==> config.mk <==
export PLATFORM = sky130hd
export DESIGN_NAME = axis_systolic_stream_ctrl
export DESIGN_NICKNAME = d
export VERILOG_FILES = /design/src/rtl/axis_systolic_stream_ctrl.sv
export SDC_FILE = /design/constraint.sdc
export NUM_CORES = 2
export LEC_CHECK = 0
export CAP_MARGIN = 20
export CELL_PAD_IN_SITES_DETAIL_PLACEMENT = 0
export CELL_PAD_IN_SITES_GLOBAL_PLACEMENT = 2
export CORE_UTILIZATION = 49
export CTS_CLUSTER_SIZE = 20
export DETAILED_ROUTE_END_ITERATION = 10
export GPL_TIMING_DRIVEN = 0
export HOLD_SLACK_MARGIN = 0.02
export PLACE_DENSITY = 0.95
export SYNTH_ARGS = -nofsm -noshare
export SYNTH_HDL_FRONTEND = slang
export SYNTH_SLANG_ARGS = --single-unit
==> constraint.sdc <==
create_clock -name axi_clk -period 32.1 [get_ports axi_clk]
set_clock_uncertainty 0.1 [all_clocks]
set_input_delay 3.21 -clock axi_clk [delete_from_list [all_inputs] [get_ports axi_clk]]
set_output_delay 3.21 -clock axi_clk [all_outputs]
set_load 0.01 [all_outputs]
==> src/rtl/axis_systolic_stream_ctrl.sv <==
// -----------------------------------------------------------------------------
// axis_systolic_stream_ctrl
//
// Purpose:
//   AXI4-Stream front end for the systolic matrix core.
//   - Each accepted slave beat is split into operands A (upper field) and
//     B (lower field). They are presented to the core one cycle later with a
//     compute strobe.
//   - Core results are buffered in an output FIFO and drained on the master
//     stream. Both sides support full backpressure.
//   - Credit logic reserves a FIFO slot when a group starts. This ensures
//     that every result the core produces has somewhere to land.
//
// Ports:
//   axi_clk, axi_rst_n            clock; asynchronous active-low reset
//   s_axis_valid/data/last/ready  slave stream, data = {A, B}
//   m_axis_valid/data/ready       master stream carrying core results
//   core_reset                    active-high core reset (= ~axi_rst_n)
//   core_valid_in, core_a, core_b operand strobe and operands to the core
//   core_result, core_valid_out   result and result strobe from the core
//   err_last                      sticky: s_axis_last off the group boundary
//   err_ovf                       sticky: core result dropped, FIFO full
//
// Optional feature (compile-time macro AXIS_SYS_STATS_EN):
//   Adds the free-running 32-bit counters stat_in_beats, stat_out_beats and
//   stat_stall_cyc. When the macro is undefined, those ports do not exist.
// -----------------------------------------------------------------------------
module axis_systolic_stream_ctrl #(
  parameter int A_W              = 32,
  parameter int B_W              = 32,
  parameter int OUT_W            = 128,
  parameter int BEATS_PER_RESULT = 4,
  parameter int FIFO_DEPTH       = 8
) (
  input  logic                 axi_clk,
  input  logic                 axi_rst_n,
  input  logic                 s_axis_valid,
  input  logic [A_W+B_W-1:0]   s_axis_data,
  input  logic                 s_axis_last,
  output logic                 s_axis_ready,
  output logic                 m_axis_valid,
  output logic [OUT_W-1:0]     m_axis_data,
  input  logic                 m_axis_ready,
  output logic                 core_reset,
  output logic                 core_valid_in,
  output logic [A_W-1:0]       core_a,
  output logic [B_W-1:0]       core_b,
  input  logic [OUT_W-1:0]     core_result,
  input  logic                 core_valid_out,
  output logic                 err_last,
  output logic                 err_ovf
`ifdef AXIS_SYS_STATS_EN
  ,
  output logic [31:0]          stat_in_beats,
  output logic [31:0]          stat_out_beats,
  output logic [31:0]          stat_stall_cyc
`endif
);

  localparam int PTR_W = (FIFO_DEPTH > 1) ? $clog2(FIFO_DEPTH) : 1;
  localparam int CNT_W = PTR_W + 1;
  localparam int BC_W  = (BEATS_PER_RESULT > 1) ? $clog2(BEATS_PER_RESULT) : 1;

  // ---------------------------------------------------------------------------
  // State
  // ---------------------------------------------------------------------------
  logic              run_reg;          // 0 in reset, 1 from first clock after
  logic [BC_W-1:0]   beat_cnt_reg,   beat_cnt_next;
  logic [CNT_W-1:0]  reserved_reg,   reserved_next;
  logic [CNT_W-1:0]  fifo_count_reg, fifo_count_next;
  logic [PTR_W-1:0]  rd_ptr_reg,     rd_ptr_next;
  logic [PTR_W-1:0]  wr_ptr_reg,     wr_ptr_next;
  logic [OUT_W-1:0]  head_reg,       head_next;
  logic              m_valid_reg,    m_valid_next;
  logic              err_last_reg,   err_last_next;
  logic              err_ovf_reg,    err_ovf_next;
  logic              core_valid_in_reg;
  logic [A_W-1:0]    core_a_reg;
  logic [B_W-1:0]    core_b_reg;

  // Result storage. It has no reset, and the head is read through head_reg.
  logic [OUT_W-1:0]  mem [FIFO_DEPTH];

  // ---------------------------------------------------------------------------
  // Handshake and credit decode
  // ---------------------------------------------------------------------------
  logic               acc;
  logic               group_start;
  logic               beat_last;
  logic               pop;
  logic               fifo_full;
  logic               wr_en;
  logic               ovf_hit;
  logic [CNT_W:0]     slots_used;
  logic [PTR_W-1:0]   rd_ptr_inc;

  // The slots used are the entries already in the FIFO plus the results still
  // owed by groups in flight. A new group may only start while this is below
  // the FIFO depth.
  assign slots_used   = {1'b0, fifo_count_reg} + {1'b0, reserved_reg};
  assign s_axis_ready = run_reg &
                        ((beat_cnt_reg != '0) || (slots_used < (CNT_W+1)'(FIFO_DEPTH)));

  assign acc         = s_axis_valid & s_axis_ready;
  assign group_start = acc & (beat_cnt_reg == '0);
  assign beat_last   = (beat_cnt_reg == BC_W'(BEATS_PER_RESULT - 1));

  assign pop         = m_valid_reg & m_axis_ready;
  assign fifo_full   = (fifo_count_reg == CNT_W'(FIFO_DEPTH));
  // A pop in the same cycle frees the slot, so a full FIFO still accepts.
  assign wr_en       = core_valid_out & (~fifo_full | pop);
  assign ovf_hit     = core_valid_out & fifo_full & ~pop;
  assign rd_ptr_inc  = rd_ptr_reg + PTR_W'(1);

  assign m_axis_valid  = m_valid_reg;
  assign m_axis_data   = head_reg;
  assign core_reset    = ~axi_rst_n;
  assign core_valid_in = core_valid_in_reg;
  assign core_a        = core_a_reg;
  assign core_b        = core_b_reg;
  assign err_last      = err_last_reg;
  assign err_ovf       = err_ovf_reg;

  // ---------------------------------------------------------------------------
  // Next-state logic
  // ---------------------------------------------------------------------------
  always_comb begin
    beat_cnt_next   = beat_cnt_reg;
    reserved_next   = reserved_reg;
    fifo_count_next = fifo_count_reg;
    rd_ptr_next     = rd_ptr_reg;
    wr_ptr_next     = wr_ptr_reg;
    head_next       = head_reg;
    err_last_next   = err_last_reg;
    err_ovf_next    = err_ovf_reg;

    // Group beat counter. An early last truncates the group, and a missing
    // last still wraps at the group size. Both cases are flagged.
    if (acc) begin
      if (s_axis_last || beat_last) begin
        beat_cnt_next = '0;
      end else begin
        beat_cnt_next = beat_cnt_reg + BC_W'(1);
      end
      if (s_axis_last != beat_last) begin
        err_last_next = 1'b1;
      end
    end

    // Reservations: +1 per group started, -1 per result returned (floor 0).
    case ({group_start, core_valid_out})
      2'b10:   reserved_next = reserved_reg + CNT_W'(1);
      2'b01:   reserved_next = (reserved_reg != '0) ? reserved_reg - CNT_W'(1) : '0;
      default: reserved_next = reserved_reg;
    endcase

    if (ovf_hit) begin
      err_ovf_next = 1'b1;
    end

    // FIFO pointers and occupancy.
    fifo_count_next = fifo_count_reg + CNT_W'(wr_en) - CNT_W'(pop);
    if (wr_en) begin
      wr_ptr_next = wr_ptr_reg + PTR_W'(1);
    end
    if (pop) begin
      rd_ptr_next = rd_ptr_inc;
    end

    // The head register always mirrors the oldest entry. After a pop, it takes
    // the next stored entry. If the pop leaves only the entry being written,
    // the head bypasses to the incoming result instead.
    if (pop) begin
      if (fifo_count_reg > CNT_W'(1)) begin
        head_next = mem[rd_ptr_inc];
      end else if (wr_en) begin
        head_next = core_result;
      end
    end else if (wr_en && (fifo_count_reg == '0)) begin
      head_next = core_result;
    end
  end

  assign m_valid_next = (fifo_count_next != '0);

  // ---------------------------------------------------------------------------
  // Registers
  // ---------------------------------------------------------------------------
  always_ff @(posedge axi_clk or negedge axi_rst_n) begin
    if (!axi_rst_n) begin
      run_reg           <= 1'b0;
      beat_cnt_reg      <= '0;
      reserved_reg      <= '0;
      fifo_count_reg    <= '0;
      rd_ptr_reg        <= '0;
      wr_ptr_reg        <= '0;
      head_reg          <= '0;
      m_valid_reg       <= 1'b0;
      err_last_reg      <= 1'b0;
      err_ovf_reg       <= 1'b0;
      core_valid_in_reg <= 1'b0;
      core_a_reg        <= '0;
      core_b_reg        <= '0;
    end else begin
      run_reg           <= 1'b1;
      beat_cnt_reg      <= beat_cnt_next;
      reserved_reg      <= reserved_next;
      fifo_count_reg    <= fifo_count_next;
      rd_ptr_reg        <= rd_ptr_next;
      wr_ptr_reg        <= wr_ptr_next;
      head_reg          <= head_next;
      m_valid_reg       <= m_valid_next;
      err_last_reg      <= err_last_next;
      err_ovf_reg       <= err_ovf_next;
      core_valid_in_reg <= acc;
      if (acc) begin
        core_a_reg <= s_axis_data[A_W+B_W-1:B_W];
        core_b_reg <= s_axis_data[B_W-1:0];
      end
    end
  end

  always_ff @(posedge axi_clk) begin
    if (wr_en) begin
      mem[wr_ptr_reg] <= core_result;
    end
  end

`ifdef AXIS_SYS_STATS_EN
  // ---------------------------------------------------------------------------
  // Statistics: [0] accepted slave beats, [1] popped master beats,
  // [2] slave stall cycles. The counters wrap at 2^32.
  // ---------------------------------------------------------------------------
  logic [2:0] stat_inc;
  assign stat_inc = {s_axis_valid & ~s_axis_ready, pop, acc};

  for (genvar gi = 0; gi < 3; gi++) begin : g_stat
    logic [31:0] cnt_reg;
    always_ff @(posedge axi_clk or negedge axi_rst_n) begin
      if (!axi_rst_n) begin
        cnt_reg <= '0;
      end else if (stat_inc[gi]) begin
        cnt_reg <= cnt_reg + 32'd1;
      end
    end
  end

  assign stat_in_beats  = g_stat[0].cnt_reg;
  assign stat_out_beats = g_stat[1].cnt_reg;
  assign stat_stall_cyc = g_stat[2].cnt_reg;
`endif

endmodule
==> flow_summary.toml <==
[outcome]
outcome = "finished clean"

[synthesis]
synth.distinct_cells = 38
synth_area_per_cell_sq_um = 22.7
syn_inst = 2045
ys_seq_elements = 1237
ys_async_sr_fraction_pct = 17.2
synth_area_sq_um = 46300
ys.flop_type = "edfxtp_1"
synth_top_area_share_pct = 66.4
synth_edf_count = 1024
yosys_warnings = 0
synth_largest_area_cell = "edfxtp_1"
synth_fp_nets = 2262
seq_area_frac_synth_pct = 77.9
synth_area_leaders = "edfxtp_1, mux4_2, dfrtp_1, a221o_1, a22o_1"

[critical_path]
critPathKind = "in2out"
r2r-start = "m_axis_valid"
cp-end-kind = "output pin"
crit_path_max_incr_delay_ns = 0.49
crit_path_start = "axi_rst_n"
cp_max_fo = 107
cp_slowest_cell = "clkdlybuf4s50_1"
worst_path_most_repeated_cell = "buf_16"
r2r_setup_slack_ns = 27.78
arrival_ns = 4.81
crit_chain = "buf_8, buf_16, buf_16, inv_1, clkdlybuf4s50_1"
cp-start-kind = "primary input"
required_ns = 28.79

[floorplanning]
die_w_microns = 310
dieArea_sq_um = 95800
ios = 396
core_area_sq_um = 93500
die_h_microns = 310
initial_core_util_pct = 49.6
row_count = 112

[power_and_ir_drop]
peakVddDrop_v = 0.0000640
power_leakage_nw = 19.3
power.density_nw_per_um2 = 99.9
finalPower_mw = 5.72

[final_layout]
final.fill_count = 6303
final_cell_mix = "edfxtp_1, clkdlybuf4s50_1, mux4_2, dfrtp_1, a22o_1"
drive_gt1_share_pct = 22.9
syn_to_final_growth_pct = 23.4
fin_area_sq_um = 57200
final_common_cell = "edfxtp_1"
register_area_sq_um = 36100
fin_cells = 3999
multi_input_area_sq_um = 9630
top_register = "mem"
nNetsFinal = 2846
largest_reg_flops = 1024

[timing]
setup_viol = 0
fmax_mhz = 123
tightest_slew_ns = 1.10
final.setup.tns_ns = 0
final_max_slew_viol_count = 0
fin_crit_sh_pct = 25.3
relSlewSlack_pct = 26.4
finalWorstSetupSlack_ns = 23.98
rsz0062_at_grt = "no"
hold_violations = 0
period_needed_ns = 8.12

[cts]
cts_tree = "yes"
postCtsSetupRepairBufs = 0
cts_max_path_buffers = 3
clk_latency_ns = 0.70
cts_root_buffer = "clkbuf_16"
clkSinkCount = 1237
clk_pin_slew_ns = 0.06
postCtsHoldBufs = 0
post_cts_resized = 0
cts_made_buffers = 119
htreeDepth = 3

[worst_hold_path]
min_from = "err_last"
hold_path_class = "reg2reg"

[placed_design]
place_inst = 3762
portBuffers = 395
place_ws_ns = 23.85
dpl.hpwl_microns = 69500
place_congestion = 0.743
placed_area_sq_um = 53100

[global_route]
grt_pass1_wl_microns = 162000
grt_pass1_vias = 25168
gr-usage-all-layers_pct = 23.2
antenna_found_initial = 20
overflow = 0
grt_max_degree = 108

[detailed_routing]
via_count = 23786
drt_wl_total_microns = 110000
routedWlPerCell_microns = 27.6
drtIter0Drc = 2329
drc_errors = 0
first_pass_iters = 5
vias_per_cell = 5.95
ant_nets = 0

[job]
drv_cap = 0
## metal layers
layer  track usage, %  vias up  routed length [microns]
li1                 -     9952                        -
met5                0        -                      133
met3             5.98      216                    10100
met2             39.2     1116                    55700
met1             29.3    12480                    41400
met4             7.63       22                     3110
## worst paths after layout
path                                   to  cells after the start
min                              err_last                      1
min in group asynchronous       core_a[3]                      1
max in group asynchronous  m_axis_data[2]                      3
max                            core_reset                      5
min reg2reg                      err_last                      1
max reg2reg                    mem[0][46]                     10
## report_power, final
part	switching (mW)	internal (mW)
sequential	0.135	2.09
clock	0.597	0.852
combinational	1.01	1.03
## per-stage QoR
stage               hold slack [ns]  utilization [%]
finish                        0.363             61.2
floorplan                     0.365                -
global route                  0.383             61.2
global placement              0.352             55.5
detailed placement            0.355             56.8
CTS                           0.369             61.2
## worst max-delay path, delay by kind of cell
kind | cells | cell delay, ns
buffers and inverters | 5 | 1.54
## cells in the mapped netlist (4+ instances only)
cell type and instances:
edfxtp_1 1024, mux4_2 256, dfrtp_1 213, a22o_1 129, a221o_1 128, clkbuf_1 69
mux2_2 66, ha_1 18, inv_1 18, buf_2 17, buf_6 15, buf_1 14
nor2_1 13, nand2_1 11, buf_4 7, a21oi_1 6, xnor2_1 5, a21o_1 4
nand2b_1 4
## layout make-up
class / instances / area share (%)
diodes: 13 / 0.0569
plain buffers: 122 / 1.09
clock inverters: 69 / 1.51
repair buffers: 463 / 8.89
flip-flops and latches: 1237 / 63.1
clock buffers: 155 / 5.68
inverters: 18 / 0.118
multi-input cells: 668 / 16.8
well taps: 1254 / 2.74
## logic make-up (layout without fill, tap and decap cells)
kind of cell / after synthesis / count (layout) / synth area share [%]
AND/OR/NAND/NOR: 41 / 41 / 0.424
other: 1 / 14 / 0.00809
XOR/XNOR: 7 / 7 / 0.132
AO/OA/AOI/OAI: 275 / 275 / 5.46
multiplexers: 325 / 325 / 14.1
flip-flops: 1237 / 1237 / 77.9
adder cells (fa/ha/maj): 19 / 19 / 0.529
buffers and inverters: 140 / 827 / 1.48
No activity file was read; power rests on OpenSTA's default activity.
